File: config.mk
export PLATFORM = sky130hd
export DESIGN_NAME = eprisc_sysx_target_flat
export DESIGN_NICKNAME = d
export VERILOG_FILES = /design/src/rtl/eprisc_sysx_pkg.sv /design/src/rtl/eprisc_sysx_target_if.sv /design/src/rtl/eprisc_sysx_edge_sync.sv /design/src/rtl/eprisc_sysx_target.sv /design/src/flat_wrapper.sv
export SDC_FILE = /design/constraint.sdc
export NUM_CORES = 1
export LEC_CHECK = 0
export CAP_MARGIN = 20
export CORE_MARGIN = 2
export CORE_UTILIZATION = 40
export CTS_BUF_LIST = sky130_fd_sc_hd__clkbuf_8
export DETAILED_ROUTE_END_ITERATION = 16
export GPL_TIMING_DRIVEN = 0
export PLACE_DENSITY_LB_ADDON = 0.2
export SLEW_MARGIN = 30
export SYNTH_ARGS = -nofsm -noshare
export SYNTH_HDL_FRONTEND = slang
export SYNTH_SLANG_ARGS = --single-unit
File: constraint.sdc
create_clock -name iClock -period 6.5 [get_ports iClock]
set_clock_uncertainty 0.2 [all_clocks]
set_input_delay 1.95 -clock iClock [delete_from_list [all_inputs] [get_ports iClock]]
set_output_delay 1.95 -clock iClock [all_outputs]
set_load 0.02 [all_outputs]
File: src/rtl/eprisc_sysx_pkg.sv
// eprisc sysX target: shared types and constants for the bus target and its bench.
`timescale 1ns/1ps
package eprisc_sysx_pkg;

  typedef enum logic [2:0] {
    IDLE = 3'd0,
    CMD  = 3'd1,
    TURN = 3'd2,
    DATA = 3'd3,
    DONE = 3'd4
  } sysxState_e;

  // Bit of the command byte that selects write (1) or read (0); bits below it are the address.
  localparam int         CMD_WRITE_BIT  = 7;
  // Value the target leaves on the MISO lane whenever it is not returning read data.
  localparam logic [7:0] MISO_IDLE      = 8'hFF;
  // Writing this address acknowledges the pending interrupt when the IRQ feature is built in.
  localparam logic [6:0] IRQ_CLEAR_ADDR = 7'h7F;

endpackage

File: src/rtl/eprisc_sysx_target_if.sv
// eprisc sysX target: byte-lane bus between a sysX master and one target slot.
`timescale 1ns/1ps
interface eprisc_sysx_target_if;
  logic       iBusClock;
  logic [1:0] iBusSelect;
  logic [7:0] iBusMOSI;
  logic [7:0] oBusMISO;
  logic       oBusInterrupt;

  modport master (
    output iBusClock, iBusSelect, iBusMOSI,
    input  oBusMISO, oBusInterrupt
  );

  modport slave (
    input  iBusClock, iBusSelect, iBusMOSI,
    output oBusMISO, oBusInterrupt
  );
endinterface

File: src/rtl/eprisc_sysx_edge_sync.sv
// eprisc sysX target: multi-flop synchronizer with rise/fall detection on the
// synchronized copy. Each bit is synchronized independently.
`timescale 1ns/1ps
module eprisc_sysx_edge_sync #(
  parameter int WIDTH  = 1,
  parameter int STAGES = 2
) (
  input  logic             iClock,
  input  logic             iReset,
  input  logic [WIDTH-1:0] iAsync,
  output logic [WIDTH-1:0] oSync,
  output logic [WIDTH-1:0] oRise,
  output logic [WIDTH-1:0] oFall
);

  logic [WIDTH-1:0] syncChain [STAGES];
  logic [WIDTH-1:0] syncPrev;

  // Shift the asynchronous input through the chain and keep the last synchronized value.
  always_ff @(posedge iClock or posedge iReset) begin
    if (iReset) begin
      for (int i = 0; i < STAGES; i++) syncChain[i] <= '0;
      syncPrev <= '0;
    end else begin
      syncChain[0] <= iAsync;
      for (int i = 1; i < STAGES; i++) syncChain[i] <= syncChain[i-1];
      syncPrev <= syncChain[STAGES-1];
    end
  end

  assign oSync = syncChain[STAGES-1];
  assign oRise = oSync & ~syncPrev;
  assign oFall = ~oSync & syncPrev;

endmodule

File: src/rtl/eprisc_sysx_target.sv
// eprisc sysX target: converts sysX byte-lane frames into one-cycle local
// register read/write strobes. Optional feature macro SYSX_TARGET_IRQ_EN adds a
// pending-interrupt latch that is cleared by writing address 7'h7F.
`timescale 1ns/1ps
module eprisc_sysx_target
  import eprisc_sysx_pkg::*;
#(
  parameter logic [1:0] SLOT        = 2'd1,
  parameter int         SYNC_STAGES = 2
) (
  input  logic                        iClock,
  input  logic                        iReset,
  eprisc_sysx_target_if.slave         bus,
  output logic [6:0]                  oRegAddr,
  output logic [31:0]                 oRegWData,
  output logic                        oRegWrite,
  output logic                        oRegRead,
  input  logic [31:0]                 iRegRData,
  input  logic                        iIrqPulse
);

  // Cycles after reset before the synchronized select is trusted to arm a frame.
  localparam int SETTLE_MAX = SYNC_STAGES + 1;
  localparam int SETTLE_W   = $clog2(SETTLE_MAX + 1);

  logic       busRise;
  logic       busFall;
  logic       unusedBusClock;
  logic [1:0] selSync;
  logic [1:0] selRise;
  logic [1:0] selFall;

  logic [7:0] mosiChain [SYNC_STAGES];
  logic [7:0] mosi;

  sysxState_e          state, stateNext;
  logic                selActive, selActiveNext;
  logic                armed, armedNext;
  logic [SETTLE_W-1:0] settleCnt, settleCntNext;
  logic                isWrite, isWriteNext;
  logic [1:0]          byteCnt, byteCntNext;
  logic [6:0]          addrNext;
  logic [31:0]         wDataNext;
  logic [31:0]         rdShift, rdShiftNext;
  logic [7:0]          misoReg, misoNext;
  logic                wrPend, wrPendNext;
  logic                rdCap, rdCapNext;
  logic                writeNext, readNext;
  logic                selStable, selMatch, settled, irqClear;

  eprisc_sysx_edge_sync #(.WIDTH(1), .STAGES(SYNC_STAGES)) uClockSync (
    .iClock (iClock),
    .iReset (iReset),
    .iAsync (bus.iBusClock),
    .oSync  (unusedBusClock),
    .oRise  (busRise),
    .oFall  (busFall)
  );

  eprisc_sysx_edge_sync #(.WIDTH(2), .STAGES(SYNC_STAGES)) uSelectSync (
    .iClock (iClock),
    .iReset (iReset),
    .iAsync (bus.iBusSelect),
    .oSync  (selSync),
    .oRise  (selRise),
    .oFall  (selFall)
  );

  // MOSI is sampled only on synchronized rising edges, so matching the clock depth keeps them aligned.
  always_ff @(posedge iClock or posedge iReset) begin
    if (iReset) begin
      for (int i = 0; i < SYNC_STAGES; i++) mosiChain[i] <= '0;
    end else begin
      mosiChain[0] <= bus.iBusMOSI;
      for (int i = 1; i < SYNC_STAGES; i++) mosiChain[i] <= mosiChain[i-1];
    end
  end

  assign mosi = mosiChain[SYNC_STAGES-1];

  // Select bits are synchronized separately; only accept a code once no bit moved this cycle.
  assign selStable = ~|(selRise | selFall);
  assign selMatch  = (selSync == SLOT);
  assign settled   = (settleCnt == SETTLE_W'(SETTLE_MAX));

`ifdef SYSX_TARGET_IRQ_EN
  logic irqPend;
  assign irqClear = wrPend & selActive & (oRegAddr == IRQ_CLEAR_ADDR);

  // Pending interrupt latch; a new event in the same cycle as a clear keeps it set.
  always_ff @(posedge iClock or posedge iReset) begin
    if (iReset) irqPend <= 1'b0;
    else        irqPend <= iIrqPulse | (irqPend & ~irqClear);
  end

  assign bus.oBusInterrupt = irqPend;
`else
  logic unusedIrqPulse;
  assign unusedIrqPulse    = iIrqPulse;
  assign irqClear          = 1'b0;
  assign bus.oBusInterrupt = 1'b0;
`endif

  // Frame state and datapath registers.
  always_ff @(posedge iClock or posedge iReset) begin
    if (iReset) begin
      state     <= IDLE;
      selActive <= 1'b0;
      armed     <= 1'b0;
      settleCnt <= '0;
      isWrite   <= 1'b0;
      byteCnt   <= '0;
      oRegAddr  <= '0;
      oRegWData <= '0;
      rdShift   <= '0;
      misoReg   <= MISO_IDLE;
      wrPend    <= 1'b0;
      rdCap     <= 1'b0;
      oRegWrite <= 1'b0;
      oRegRead  <= 1'b0;
    end else begin
      state     <= stateNext;
      selActive <= selActiveNext;
      armed     <= armedNext;
      settleCnt <= settleCntNext;
      isWrite   <= isWriteNext;
      byteCnt   <= byteCntNext;
      oRegAddr  <= addrNext;
      oRegWData <= wDataNext;
      rdShift   <= rdShiftNext;
      misoReg   <= misoNext;
      wrPend    <= wrPendNext;
      rdCap     <= rdCapNext;
      oRegWrite <= writeNext;
      oRegRead  <= readNext;
    end
  end

  // Selection tracking, frame sequencing and strobe generation.
  always_comb begin
    stateNext     = state;
    isWriteNext   = isWrite;
    byteCntNext   = byteCnt;
    addrNext      = oRegAddr;
    wDataNext     = oRegWData;
    rdShiftNext   = rdShift;
    misoNext      = misoReg;
    wrPendNext    = 1'b0;
    rdCapNext     = oRegRead;
    writeNext     = 1'b0;
    readNext      = 1'b0;
    settleCntNext = settled ? settleCnt : settleCnt + 1'b1;

    // After reset a frame needs the master to show a non-matching select first.
    armedNext     = armed | (settled & selStable & ~selMatch);
    selActiveNext = selActive;
    if (selStable) selActiveNext = selMatch & (selActive | armed);

    // Read data arrives the cycle after the read strobe.
    if (rdCap) rdShiftNext = iRegRData;

    // The write strobe is issued one cycle after the last byte, if still selected.
    if (wrPend && selActive && !irqClear) writeNext = 1'b1;

    if (!selActive) begin
      stateNext   = IDLE;
      byteCntNext = '0;
      misoNext    = MISO_IDLE;
    end else begin
      case (state)
        IDLE: begin
          stateNext   = CMD;
          byteCntNext = '0;
        end
        CMD: begin
          if (busRise) begin
            isWriteNext = mosi[CMD_WRITE_BIT];
            addrNext    = mosi[CMD_WRITE_BIT-1:0];
            byteCntNext = '0;
            if (mosi[CMD_WRITE_BIT]) begin
              stateNext = DATA;
            end else begin
              readNext  = 1'b1;
              stateNext = TURN;
            end
          end
        end
        TURN: begin
          if (busRise) stateNext = DATA;
        end
        DATA: begin
          if (isWrite) begin
            if (busRise) begin
              wDataNext   = {oRegWData[23:0], mosi};
              byteCntNext = byteCnt + 2'd1;
              if (byteCnt == 2'd3) begin
                wrPendNext = 1'b1;
                stateNext  = DONE;
              end
            end
          end else begin
            // Present the next byte on the falling edge so it is stable at the master's rising edge.
            if (busFall) misoNext = rdShift[31:24];
            if (busRise) begin
              rdShiftNext = {rdShift[23:0], 8'h00};
              byteCntNext = byteCnt + 2'd1;
              if (byteCnt == 2'd3) begin
                stateNext = DONE;
                misoNext  = MISO_IDLE;
              end
            end
          end
        end
        DONE: begin
          misoNext = MISO_IDLE;
        end
        default: begin
          stateNext = IDLE;
          misoNext  = MISO_IDLE;
        end
      endcase
    end
  end

  assign bus.oBusMISO = misoReg;

endmodule

File: src/flat_wrapper.sv
// flat-port wrapper written by rule: the top's interface ports become plain ports
module eprisc_sysx_target_flat import eprisc_sysx_pkg::*;
#(
  parameter logic [1:0] SLOT        = 2'd1,
  parameter int         SYNC_STAGES = 2
)
  (iClock, iReset, oRegAddr, oRegWData, oRegWrite, oRegRead, iRegRData, iIrqPulse, bus_iBusClock, bus_iBusSelect, bus_iBusMOSI, bus_oBusMISO, bus_oBusInterrupt);
  eprisc_sysx_target_if bus_i ();
  input  logic iClock;
  input  logic iReset;
  output logic [6:0] oRegAddr;
  output logic [31:0] oRegWData;
  output logic oRegWrite;
  output logic oRegRead;
  input  logic [31:0] iRegRData;
  input  logic iIrqPulse;
  input wire logic [$bits(bus_i.iBusClock)-1:0] bus_iBusClock;
  input wire logic [$bits(bus_i.iBusSelect)-1:0] bus_iBusSelect;
  input wire logic [$bits(bus_i.iBusMOSI)-1:0] bus_iBusMOSI;
  output wire logic [$bits(bus_i.oBusMISO)-1:0] bus_oBusMISO;
  output wire logic [$bits(bus_i.oBusInterrupt)-1:0] bus_oBusInterrupt;
  assign bus_i.iBusClock = bus_iBusClock;
  assign bus_i.iBusSelect = bus_iBusSelect;
  assign bus_i.iBusMOSI = bus_iBusMOSI;
  assign bus_oBusMISO = bus_i.oBusMISO;
  assign bus_oBusInterrupt = bus_i.oBusInterrupt;
  eprisc_sysx_target #(.SLOT(SLOT), .SYNC_STAGES(SYNC_STAGES)) u_core (.iClock(iClock), .iReset(iReset), .bus(bus_i), .oRegAddr(oRegAddr), .oRegWData(oRegWData), .oRegWrite(oRegWrite), .oRegRead(oRegRead), .iRegRData(iRegRData), .iIrqPulse(iIrqPulse));
endmodule
==> out/qor.yml <==
critical_path_buf_inv_count: 1
worstHoldPathType: "flip-flop to flip-flop"
post_cts_buffers: 0
ys.flop_type: "dfrtp_1"
synth.yosys.seq_area_share_pct: 63.0
muxShareOfSynthArea_pct: 19.1
root_buffer: "clkbuf_8"
min_to: "u_core.mosi[6]$_DFF_PP0_"
leakagePower_nw: 2.57
initial_core_util_pct: 41.0
via_per_inst: 4.83
clk_pin_slew_ns: 0.08
slowest_delay_ns: 0.60
cts_htree_levels: 4
fp.dieW_um: 112
cts_sinks: 118
rsz0062_at_grt: "no"
critPathTopFamily: "buffers and inverters"
path_max_fanout: 2
synthCells: 331
worst_slew_pin_slew_ns: 0.758
relSlewSlack_pct: 49.5
r2r-end: "u_core.oRegWData[15]$_DFFE_PP0P_"
rr_worst_depth: 6
pwr-share-clk_pct: 37.0
drcViolationCount: 0
dieArea_um2: 12600
io-pin-count: 96
internal_power_w: 0.00132
hold_start: "u_core.mosiChain[14]$_DFF_PP0_"
setup.worst_path.start_class: "flip-flop"
path_class: "flip-flop to output pin"
r2r_slack_ns: 4.46
synth.net_count: 379
core_um2: 11500
avgRoutedWirePerCell_um: 15.1
cts_tree: "done"
p_switching_w: 0.000496
maxCapViolCount: 0
r2r-start: "u_core.selActive$_DFFE_PP0N_"
cts_made_buffers: 17
maxSlewViolCount: 0
hold_violations: 0
ys_ff_latch: 118
p_sw_share_pct: 27.3
antenna_found_initial: 0
cts-resized-gates: 0
cp-end-kind: "output pin"
combPwrFrac_pct: 13.3
yosys_warnings: 0
slowest_stage: "clkdlybuf4s50_1"
antenna_left: 0
min_period_over_period_pct: 57.2
rows: 39
path_cells: "clkdlybuf4s50_1"
grt-ovfl-total: 0
grt_pass1_vias: 3033
portBuffers: 93
grt_pass1_wl_um: 15300
cp_data_arrival_time_ns: 1.57
num_vias: 2900
synth_fa_ha_area_share_pct: 0.532
async_flop_share_pct: 100
synth_compound_area_share_pct: 5.85
place_hpwl_um: 6480
die_h_um: 112
drtPass1Iterations: 4
synth_xor_area_share_pct: 0.372
grt_max_degree: 89
fmax_mhz: 269
setup_viol: 0
gp_congestion: 0.763
status: "completed"
hold_ws_ns: 0.146
critical_path.startpoint: "u_core.bus.oBusMISO[2]$_DFFE_PP1P_"
area_growth_pct: 32.9
nets: 492
yosys.area_share.simple_pct: 7.74
p_per_area_nw_per_um2: 290
synth-edff-count: 0
total_power_w: 0.00181
wirelength_um: 9050
synth_top_family_by_area: "multiplexers"
drtIter0Drc: 123
fin_crit_ns: 3.72
insertion_delay_ns: 0.42
antenna_cells: 0
grt_util_all_layers_pct: 15.3
cts_max_path_buffers: 2
ir_drop_v: 0.000151
hold_buffers: 0
holdPathStages: 0
synth_cell_types: 40
p_seq_share_pct: 49.7
required_ns: 4.35
nFillCells: 974
syn-cell-area_um2: 4710
avgSynthCellArea_um2: 14.2
layout-drive-gt1-share_pct: 20.4
power by group through the flow:
stage	clock network [W]	registers, W	logic [W]
CTS	0.000687	0.000902	0.000247
floorplan	0	0.000921	0.000126
detailed placement	0	0.000915	0.000246
finish	0.000671	0.000901	0.000242
global route	0.000721	0.000916	0.000269
global placement	0	0.000913	0.000235
synthesized netlist by cell type (2+ instances only):
master,instances,area share (%)
a2bb2oi_1,8,1.5
a32o_1,2,0.43
and2_1,3,0.40
and3b_1,3,0.56
buf_1,4,0.32
buf_12,3,1.3
buf_2,2,0.21
clkbuf_1,9,0.72
dfrtp_1,110,58
dfstp_2,8,4.5
ha_1,2,0.53
mux2_2,12,2.9
mux2_4,29,9.3
mux2i_1,33,7.0
nand2_1,5,0.40
nand3_1,25,2.7
nor2_1,20,1.6
nor2b_1,4,0.53
o21ai_0,27,2.9
o31ai_1,2,0.32
flip-flops by register name, indices dropped and copies added (netlist names), 3 cells and up:
signal	flops
u_core.oRegWData	32
u_core.state	3
u_core.oRegAddr	7
u_core.rdShift	32
u_core.bus.oBusMISO	8
u_core.mosiChain	8
u_core.mosi	8
stage by stage:
| step | setup WS, ns | cells | instance area, um2 | utilization (%) | TNS, ns |
|---|---|---|---|---|---|
| CTS | 2.76 | 600 | 6250 | 54.5 | 0 |
| finish | 2.78 | 600 | 6250 | 54.5 | 0 |
| global route | 2.74 | 600 | 6250 | 54.5 | 0 |
| global placement | -0.429 | 567 | 5820 | 50.7 | -46.74 |
| floorplan | 1.23 | 331 | 4710 | - | 0 |
| detailed placement | 3.22 | 568 | 5850 | 51.0 | 0 |
per-layer routing:
| layer | vias up | part of all wire [%] | global-route usage, % |
|---|---|---|---|
| met3 | 6 | 3.8 | 4.05 |
| met5 | - | 0 | 0 |
| met2 | 64 | 47 | 24.2 |
| li1 | 1400 | - | - |
| met1 | 1430 | 48 | 20.7 |
| met4 | 0 | 0.96 | 5.12 |
cell type report:
| cell class | instances | area, um2 | area share, % |
|---|---|---|---|
| Buffer | 21 | 153 | 2.44 |
| Tap cell | 143 | 179 | 2.86 |
| Inverter | 1 | 11.3 | 0.180 |
| Sequential cell | 118 | 2960 | 47.4 |
| Timing Repair Buffer | 94 | 958 | 15.3 |
| Multi-Input combinational cell | 191 | 1590 | 25.4 |
| Clock buffer | 17 | 234 | 3.74 |
| Clock inverter | 15 | 169 | 2.70 |
cell usage in the layout, fill, tap and decap left out, types with 2 or more instances in the layout:
| cell | count |
|---|---|
| dfrtp_1 | 110 |
| clkdlybuf4s50_1 | 93 |
| mux2i_1 | 33 |
| mux2_4 | 29 |
| o21ai_0 | 27 |
| nand3_1 | 25 |
| nor2_1 | 20 |
| clkbuf_8 | 17 |
| mux2_2 | 12 |
| clkbuf_1 | 9 |
| a2bb2oi_1 | 8 |
| dfstp_2 | 8 |
| nand2_1 | 5 |
| inv_6 | 5 |
| nor2b_1 | 4 |
| buf_1 | 4 |
| and3b_1 | 3 |
| buf_12 | 3 |
| and2_1 | 3 |
| clkinvlp_4 | 3 |
| clkinv_4 | 3 |
| buf_2 | 2 |
| o31ai_1 | 2 |
| inv_8 | 2 |
| a32o_1 | 2 |
| ha_1 | 2 |
| bufinv_16 | 2 |
logic make-up after synthesis:
| family | Yosys count |
|---|---|
| mux | 74 |
| compound gates | 44 |
| buf+inv | 22 |
| other cells | 1 |
| flops | 118 |
| xor+xnor | 2 |
| fa+ha+maj | 2 |
| simple gates | 68 |
how the worst max path moves through the flow:
stage / end / slack [ns] / depth (start not counted)
6_report: bus_oBusMISO[2] / 2.78 / 1
5_1_grt: bus_oBusMISO[2] / 2.74 / 1
4_1_cts: bus_oBusMISO[3] / 2.76 / 1
3_5_place_dp: bus_oBusMISO[7] / 3.22 / 1
3_3_place_gp: u_core.mosiChain[9]$_DFF_PP0_ / -0.43 / 2
2_1_floorplan: u_core.armed$_DFF_PP0_ / 1.23 / 1
Power figures use the tool's default switching activity.
